### src/rtl/ext_intr_ctrl_if.sv
// ext_intr_ctrl_if: register access port of the external interrupt controller
interface ext_intr_ctrl_if;
   logic        req;
   logic        we;
   logic [4:0]  addr;
   logic [31:0] wdata;
   logic [31:0] rdata;
   logic        rvalid;
   modport master (output req, we, addr, wdata, input rdata, rvalid);
   modport slave (input req, we, addr, wdata, output rdata, rvalid);
endinterface

### src/rtl/ext_intr_ctrl.sv
// ext_intr_ctrl: synchronises, latches and masks NSRC external requests into one level ext_intr (HWI0).
// Define EXT_INTR_TIMER_EN to add an internal periodic timer as edge source index NSRC.
module ext_intr_ctrl #(
   parameter int NSRC        = 8,
   parameter int SYNC_STAGES = 2
) (
   input  logic            clk,
   input  logic            resetn,
   input  logic [NSRC-1:0] src_i,
   ext_intr_ctrl_if.slave  bus,
   output logic            ext_intr
);
`ifdef EXT_INTR_TIMER_EN
   localparam int NB = NSRC + 1;
`else
   localparam int NB = NSRC;
`endif
   logic [SYNC_STAGES-1:0][NSRC-1:0] sync_q;
   logic [NSRC-1:0] s, s_d_q, edge_q, edge_d;
   logic [NB-1:0]   pending_q, pending_d, enable_q, enable_d, clr, lvl, rise, edge_eff;
   logic [31:0]     rdata_q, rdata_d, timer_rdata;
   logic            rvalid_q, ext_intr_q, wr, rd;
   logic [2:0]      a;
   logic            unused;
   assign s      = sync_q[SYNC_STAGES-1];
   assign wr     = bus.req & bus.we;
   assign rd     = bus.req & ~bus.we;
   assign a      = bus.addr[4:2];
   assign unused = ^{bus.addr[1:0], bus.wdata};
`ifdef EXT_INTR_TIMER_EN
   logic [31:0] tload_q, tload_d, cnt_q, cnt_d;
   logic        run_q, run_d, tick, active;
   always_comb begin
      tload_d = tload_q;
      run_d   = run_q;
      if (wr) begin
         if (a == 3'd5) tload_d = bus.wdata;
         if (a == 3'd6) run_d = bus.wdata[0];
      end
   end
   // Counter runs TLOAD..1, so a tick lands exactly every TLOAD cycles.
   assign active      = run_q && tload_q != '0;
   assign tick        = active && cnt_q == 32'd1;
   assign cnt_d       = !active ? '0 : (cnt_q <= 32'd1) ? tload_q : cnt_q - 32'd1;
   assign lvl         = {1'b0, s};
   assign rise        = {tick, s & ~s_d_q};
   assign edge_eff    = {1'b1, edge_q};
   assign timer_rdata = (a == 3'd5) ? tload_q : (a == 3'd6) ? {31'd0, run_q} : '0;
   always_ff @(posedge clk or negedge resetn) begin
      if (!resetn) begin
         tload_q <= '0;
         run_q   <= 1'b0;
         cnt_q   <= '0;
      end else begin
         tload_q <= tload_d;
         run_q   <= run_d;
         cnt_q   <= cnt_d;
      end
   end
`else
   assign lvl         = s;
   assign rise        = s & ~s_d_q;
   assign edge_eff    = edge_q;
   assign timer_rdata = '0;
`endif
   always_comb begin
      enable_d = enable_q;
      edge_d   = edge_q;
      clr      = '0;
      if (wr) begin
         if (a == 3'd1) enable_d = bus.wdata[NB-1:0];
         if (a == 3'd2) clr = bus.wdata[NB-1:0];
         if (a == 3'd3) edge_d = bus.wdata[NSRC-1:0];
      end
      // Edge bits: a new edge beats a simultaneous clear. Level bits just follow s.
      pending_d = (edge_eff & ((pending_q & ~clr) | rise)) | (~edge_eff & lvl);
      rdata_d   = rdata_q;
      if (rd) begin
         case (a)
            3'd0:    rdata_d = 32'(pending_q);
            3'd1:    rdata_d = 32'(enable_q);
            3'd3:    rdata_d = 32'(edge_q);
            3'd4:    rdata_d = 32'(pending_q & enable_q);
            default: rdata_d = timer_rdata;
         endcase
      end
   end
   always_ff @(posedge clk or negedge resetn) begin
      if (!resetn) begin
         sync_q     <= '0;
         s_d_q      <= '0;
         pending_q  <= '0;
         enable_q   <= '0;
         edge_q     <= '0;
         rdata_q    <= '0;
         rvalid_q   <= 1'b0;
         ext_intr_q <= 1'b0;
      end else begin
         sync_q     <= {sync_q[SYNC_STAGES-2:0], src_i};
         s_d_q      <= s;
         pending_q  <= pending_d;
         enable_q   <= enable_d;
         edge_q     <= edge_d;
         rdata_q    <= rdata_d;
         rvalid_q   <= rd;
         ext_intr_q <= |(pending_q & enable_q);
      end
   end
   assign bus.rdata  = rdata_q;
   assign bus.rvalid = rvalid_q;
   assign ext_intr   = ext_intr_q;
endmodule

### src/flat_wrapper.sv
// flat-port wrapper written by rule: the top's interface ports become plain ports
module ext_intr_ctrl_flat 
#(
   parameter int NSRC        = 8,
   parameter int SYNC_STAGES = 2
)
  (clk, resetn, src_i, ext_intr, bus_req, bus_we, bus_addr, bus_wdata, bus_rdata, bus_rvalid);
  ext_intr_ctrl_if bus_i ();
  input  logic clk;
  input  logic resetn;
  input  logic [NSRC-1:0] src_i;
  output logic ext_intr;
  input wire logic [$bits(bus_i.req)-1:0] bus_req;
  input wire logic [$bits(bus_i.we)-1:0] bus_we;
  input wire logic [$bits(bus_i.addr)-1:0] bus_addr;
  input wire logic [$bits(bus_i.wdata)-1:0] bus_wdata;
  output wire logic [$bits(bus_i.rdata)-1:0] bus_rdata;
  output wire logic [$bits(bus_i.rvalid)-1:0] bus_rvalid;
  assign bus_i.req = bus_req;
  assign bus_i.we = bus_we;
  assign bus_i.addr = bus_addr;
  assign bus_i.wdata = bus_wdata;
  assign bus_rdata = bus_i.rdata;
  assign bus_rvalid = bus_i.rvalid;
  ext_intr_ctrl #(.NSRC(NSRC), .SYNC_STAGES(SYNC_STAGES)) u_core (.clk(clk), .resetn(resetn), .src_i(src_i), .bus(bus_i), .ext_intr(ext_intr));
endmodule
### config.mk
export PLATFORM = sky130hd
export DESIGN_NAME = ext_intr_ctrl_flat
export DESIGN_NICKNAME = d
export VERILOG_FILES = /design/src/rtl/ext_intr_ctrl_if.sv /design/src/rtl/ext_intr_ctrl.sv /design/src/flat_wrapper.sv
export SDC_FILE = /design/constraint.sdc
export NUM_CORES = 1
export LEC_CHECK = 0
export CAP_MARGIN = 20
export CORE_MARGIN = 2
export CORE_UTILIZATION = 40
export CTS_BUF_LIST = sky130_fd_sc_hd__clkbuf_2 sky130_fd_sc_hd__clkbuf_4 sky130_fd_sc_hd__clkbuf_8
export CTS_CLUSTER_SIZE = 20
export DETAILED_ROUTE_END_ITERATION = 16
export PLACE_DENSITY = 0.73
export SYNTH_ARGS = -nofsm -noshare
export SYNTH_HDL_FRONTEND = slang
export SYNTH_SLANG_ARGS = --single-unit
### constraint.sdc
create_clock -name clk -period 1.05 [get_ports clk]
set_input_delay 0.21 -clock clk [delete_from_list [all_inputs] [get_ports clk]]
set_output_delay 0.21 -clock clk [all_outputs]
set_load 0.02 [all_outputs]
==> impl_metrics.toml, run 1 <==
[run_status]
status = "finished, violations left"
violations = "setup timing"

[timing]
slew_viol_final = 0
fin_crit_ns = 1.159
period_share = 1.104
fmax_mhz = 862.5
finalWorstSetupSlack_ns = -0.1095
finalSetupViolations = 18
rsz0062_at_grt = "true"
worstMarginPinSlew_ns = 0.5362
fin_skew_ns = 0.009118
slew_headroom = 0.6421
hold_viol = 0

[flow_run]
drv_cap = 0

[yosys]
mappedNetlistArea_um2 = 2524
syn-instance-count = 194
synth_cell_types = 24
avgSynthCellArea_um2 = 13.01
synth-seq-cells = 58
yosys_warnings = 0
yosysSeqAreaShare = 0.5751

[routing]
wl_per_cell_um = 14.75
vias = 1754
dr.pass1.iters = 4
ant_nets = 0
wirelength_um = 5282
drtIter0Drc = 65
via_per_inst = 4.899
route.detailed.drc = 0

[floorplan]
dieWidth_um = 83.43
core_um2 = 6026
die-area_um2 = 6961
ios = 83
fp.dieH_um = 83.43
initial_utilization = 0.4188
placementRows = 28

[final_layout]
area_delta_synth_final_pct = 40.01
n_fill_cell = 481
utilization = 0.5864
nets = 328
final_cells = 358
drive_gt1_frac = 0.4417
antenna_cells = 0

[clock_tree]
cts.clk_slew.worst_paths_ns = 0.07
cts_tree = "done"
cts.sinks = 58
cts_root_buf = "clkbuf_8"
cts_buffers = 9
clk-insertion-delay-late_ns = 0.34
clk_path_buf_depth = 2
htreeDepth = 3

[global_route]
grt_pass1_wl_um = 8652
track_usage = 0.1610
antenna_found_initial = 0
grt_pass1_vias = 1759
grt_max_degree = 59
overflow = 0

[worst_setup_path]
cp_max_fo = 4
start_kind = "flip-flop"
path_class = "flip-flop to flip-flop"
path_buf_inv = 0
cp_slowest_cell = "dfrtp_1"
cp_cell_sequence = "mux2_4, a221oi_2, o21ai_1"
critPathRequiredTime_ns = 1.26
worstPathArrival_ns = 1.37
cp_top_family = "flip-flops"
end_kind = "flip-flop"
max_stage_delay_ns = 0.41

[hold_path]
hold_path_class = "input pin to flip-flop"

[place]
gp_congestion = 0.7806
dp_hpwl_um = 3479
dp.cells = 333
portBuffers = 32
post-place-ws_ns = -0.7606

[power_and_ir_drop]
power_leakage_nw = 1.665
pwr_density_cell_nw_per_um2 = 1778
vdd_drop_max_mv = 0.7981
worst paths after layout:
| path | startpoint | end | slack (ns) | cells past startpoint |
|---|---|---|---|---|
| setup / recovery | u_core.enable_q[7]$_DFFE_PN0P_ | u_core.bus.rdata[7]$_DFFE_PN0P_ | -0.11 | 3 |
| hold / removal | src_i[2] | u_core.sync_q[2]$_DFF_PN0_ | 0.30 | 1 |
| setup reg to reg | u_core.enable_q[7]$_DFFE_PN0P_ | u_core.bus.rdata[7]$_DFFE_PN0P_ | -0.11 | 3 |
| hold reg to reg | u_core.sync_q[4]$_DFF_PN0_ | u_core.lvl[4]$_DFF_PN0_ | 0.34 | 0 |
| max in group asynchronous | resetn | u_core.bus.rdata[0]$_DFFE_PN0P_ | 0.39 | 3 |
| min in group asynchronous | resetn | u_core.sync_q[5]$_DFF_PN0_ | 0.40 | 3 |
registers in the layout, indices dropped and copies added, names as in the netlist:
| signal | cells |
|---|---|
| u_core.enable_q | 8 |
| u_core.lvl | 8 |
| u_core.bus.rvalid | 1 |
| u_core.s_d_q | 8 |
| u_core.bus.rdata | 8 |
| u_core.sync_q | 8 |
| u_core.edge_eff | 8 |
| u_core.ext_intr | 1 |
| u_core.pending_q | 8 |
power by group:
group | internal [W] | total (W) | switching, W
Clock | 0.000985 | 0.00182 | 0.000831
Sequential | 0.00254 | 0.00275 | 0.000208
Combinational | 0.00105 | 0.00171 | 0.000666
Total | 0.00458 | 0.00628 | 0.00170
layout make-up:
cell class | count | area [um2] | area share
Inverter | 1 | 3.754 | 0.001062
Clock buffer | 12 | 158.9 | 0.04497
Multi-Input combinational cell | 125 | 1074 | 0.3038
Sequential cell | 58 | 1451 | 0.4108
Clock inverter | 3 | 15.01 | 0.004249
Timing Repair Buffer | 84 | 737.0 | 0.2086
Tap cell | 75 | 93.84 | 0.02656
per-layer routing:
metal	track usage	vias up	wire length [um]
li1	-	828	-
met1	0.2046	864	2253
met2	0.2471	49	2631
met3	0.06362	13	250
met4	0.06452	0	146
met5	0	-	0
cell families after synthesis:
family,synth area share
DFF,0.5751
and+or+nand+nor,0.1140
buffers and inverters,0.09816
AOI/OAI and AO/OA,0.09222
muxes,0.1190
other,0.001486
per-stage QoR:
step | power (W) | TNS (ns) | hold WS, ns | cell area [um2]
detailed placement | 0.004268 | -24.26 | 0.2376 | 3184
CTS | 0.006277 | -0.7836 | 0.2870 | 3492
global placement | 0.004228 | -23.69 | 0.2370 | 3184
global route | 0.006582 | -1.328 | 0.2924 | 3533
floorplan | 0.003608 | -2.535 | -0.08559 | 2693
finish | 0.006281 | -0.5789 | 0.3023 | 3533
synthesized netlist by cell type:
library cell,n,area share
a32o_1,8,0.032
nor4bb_1,8,0.032
nand2_1,16,0.024
mux2_2,16,0.071
a221oi_1,9,0.031
a22o_1,1,0.0035
inv_1,1,0.0015
buf_2,3,0.0059
o21ai_1,8,0.016
buf_4,25,0.074
nand2b_1,1,0.0025
nand3_2,1,0.0040
a211o_2,1,0.0040
mux2_4,8,0.048
conb_1,1,0.0015
and3b_1,2,0.0069
clkbuf_1,2,0.0030
nor2_1,1,0.0015
nor2b_1,9,0.022
buf_6,3,0.013
and2b_2,1,0.0035
dfrtp_1,58,0.58
a22oi_1,2,0.0059
nand3_1,9,0.018
layout by cell type (no fill, tap or decap), drive strengths merged:
| cell type | count |
|---|---|
| clkinv | 3 |
| nor2b | 9 |
| clkdlybuf4s50 | 16 |
| a32o | 8 |
| buf | 66 |
| and3b | 2 |
| nand2b | 1 |
| inv | 1 |
| a211o | 1 |
| nor4bb | 8 |
| and2b | 1 |
| a22o | 1 |
| a22oi | 2 |
| nor2 | 1 |
| o21ai | 8 |
| conb | 24 |
| nand3 | 10 |
| mux2 | 24 |
| dfrtp | 58 |
| dlygate4sd3 | 1 |
| clkbuf | 13 |
| nand2 | 16 |
| a221oi | 9 |
repair_timing:
| item | CTS | global route |
|---|---|---|
| endpoints found under the hold margin | 58 | 0 |
| pin swaps | 12 | 4 |
| cloned | 1 | 0 |
| setup buffers | 6 | 2 |
| gates resized for setup | 100 | 7 |
| hold buffers | 1 | 0 |
| endpoints found under the setup margin | 43 | 34 |
No activity file was read; power rests on OpenSTA's default activity.
==> run 2: changes to the inputs <==
--- a/config.mk
+++ b/config.mk
@@ -12,6 +12,7 @@
 export CTS_CLUSTER_SIZE = 20
 export DETAILED_ROUTE_END_ITERATION = 16
 export PLACE_DENSITY = 0.73
+export SLEW_MARGIN = 20
 export SYNTH_ARGS = -nofsm -noshare
 export SYNTH_HDL_FRONTEND = slang
 export SYNTH_SLANG_ARGS = --single-unit
==> results of run 2 <==
Same layout as run 1: the final DEF is identical, and so are final timing and power.
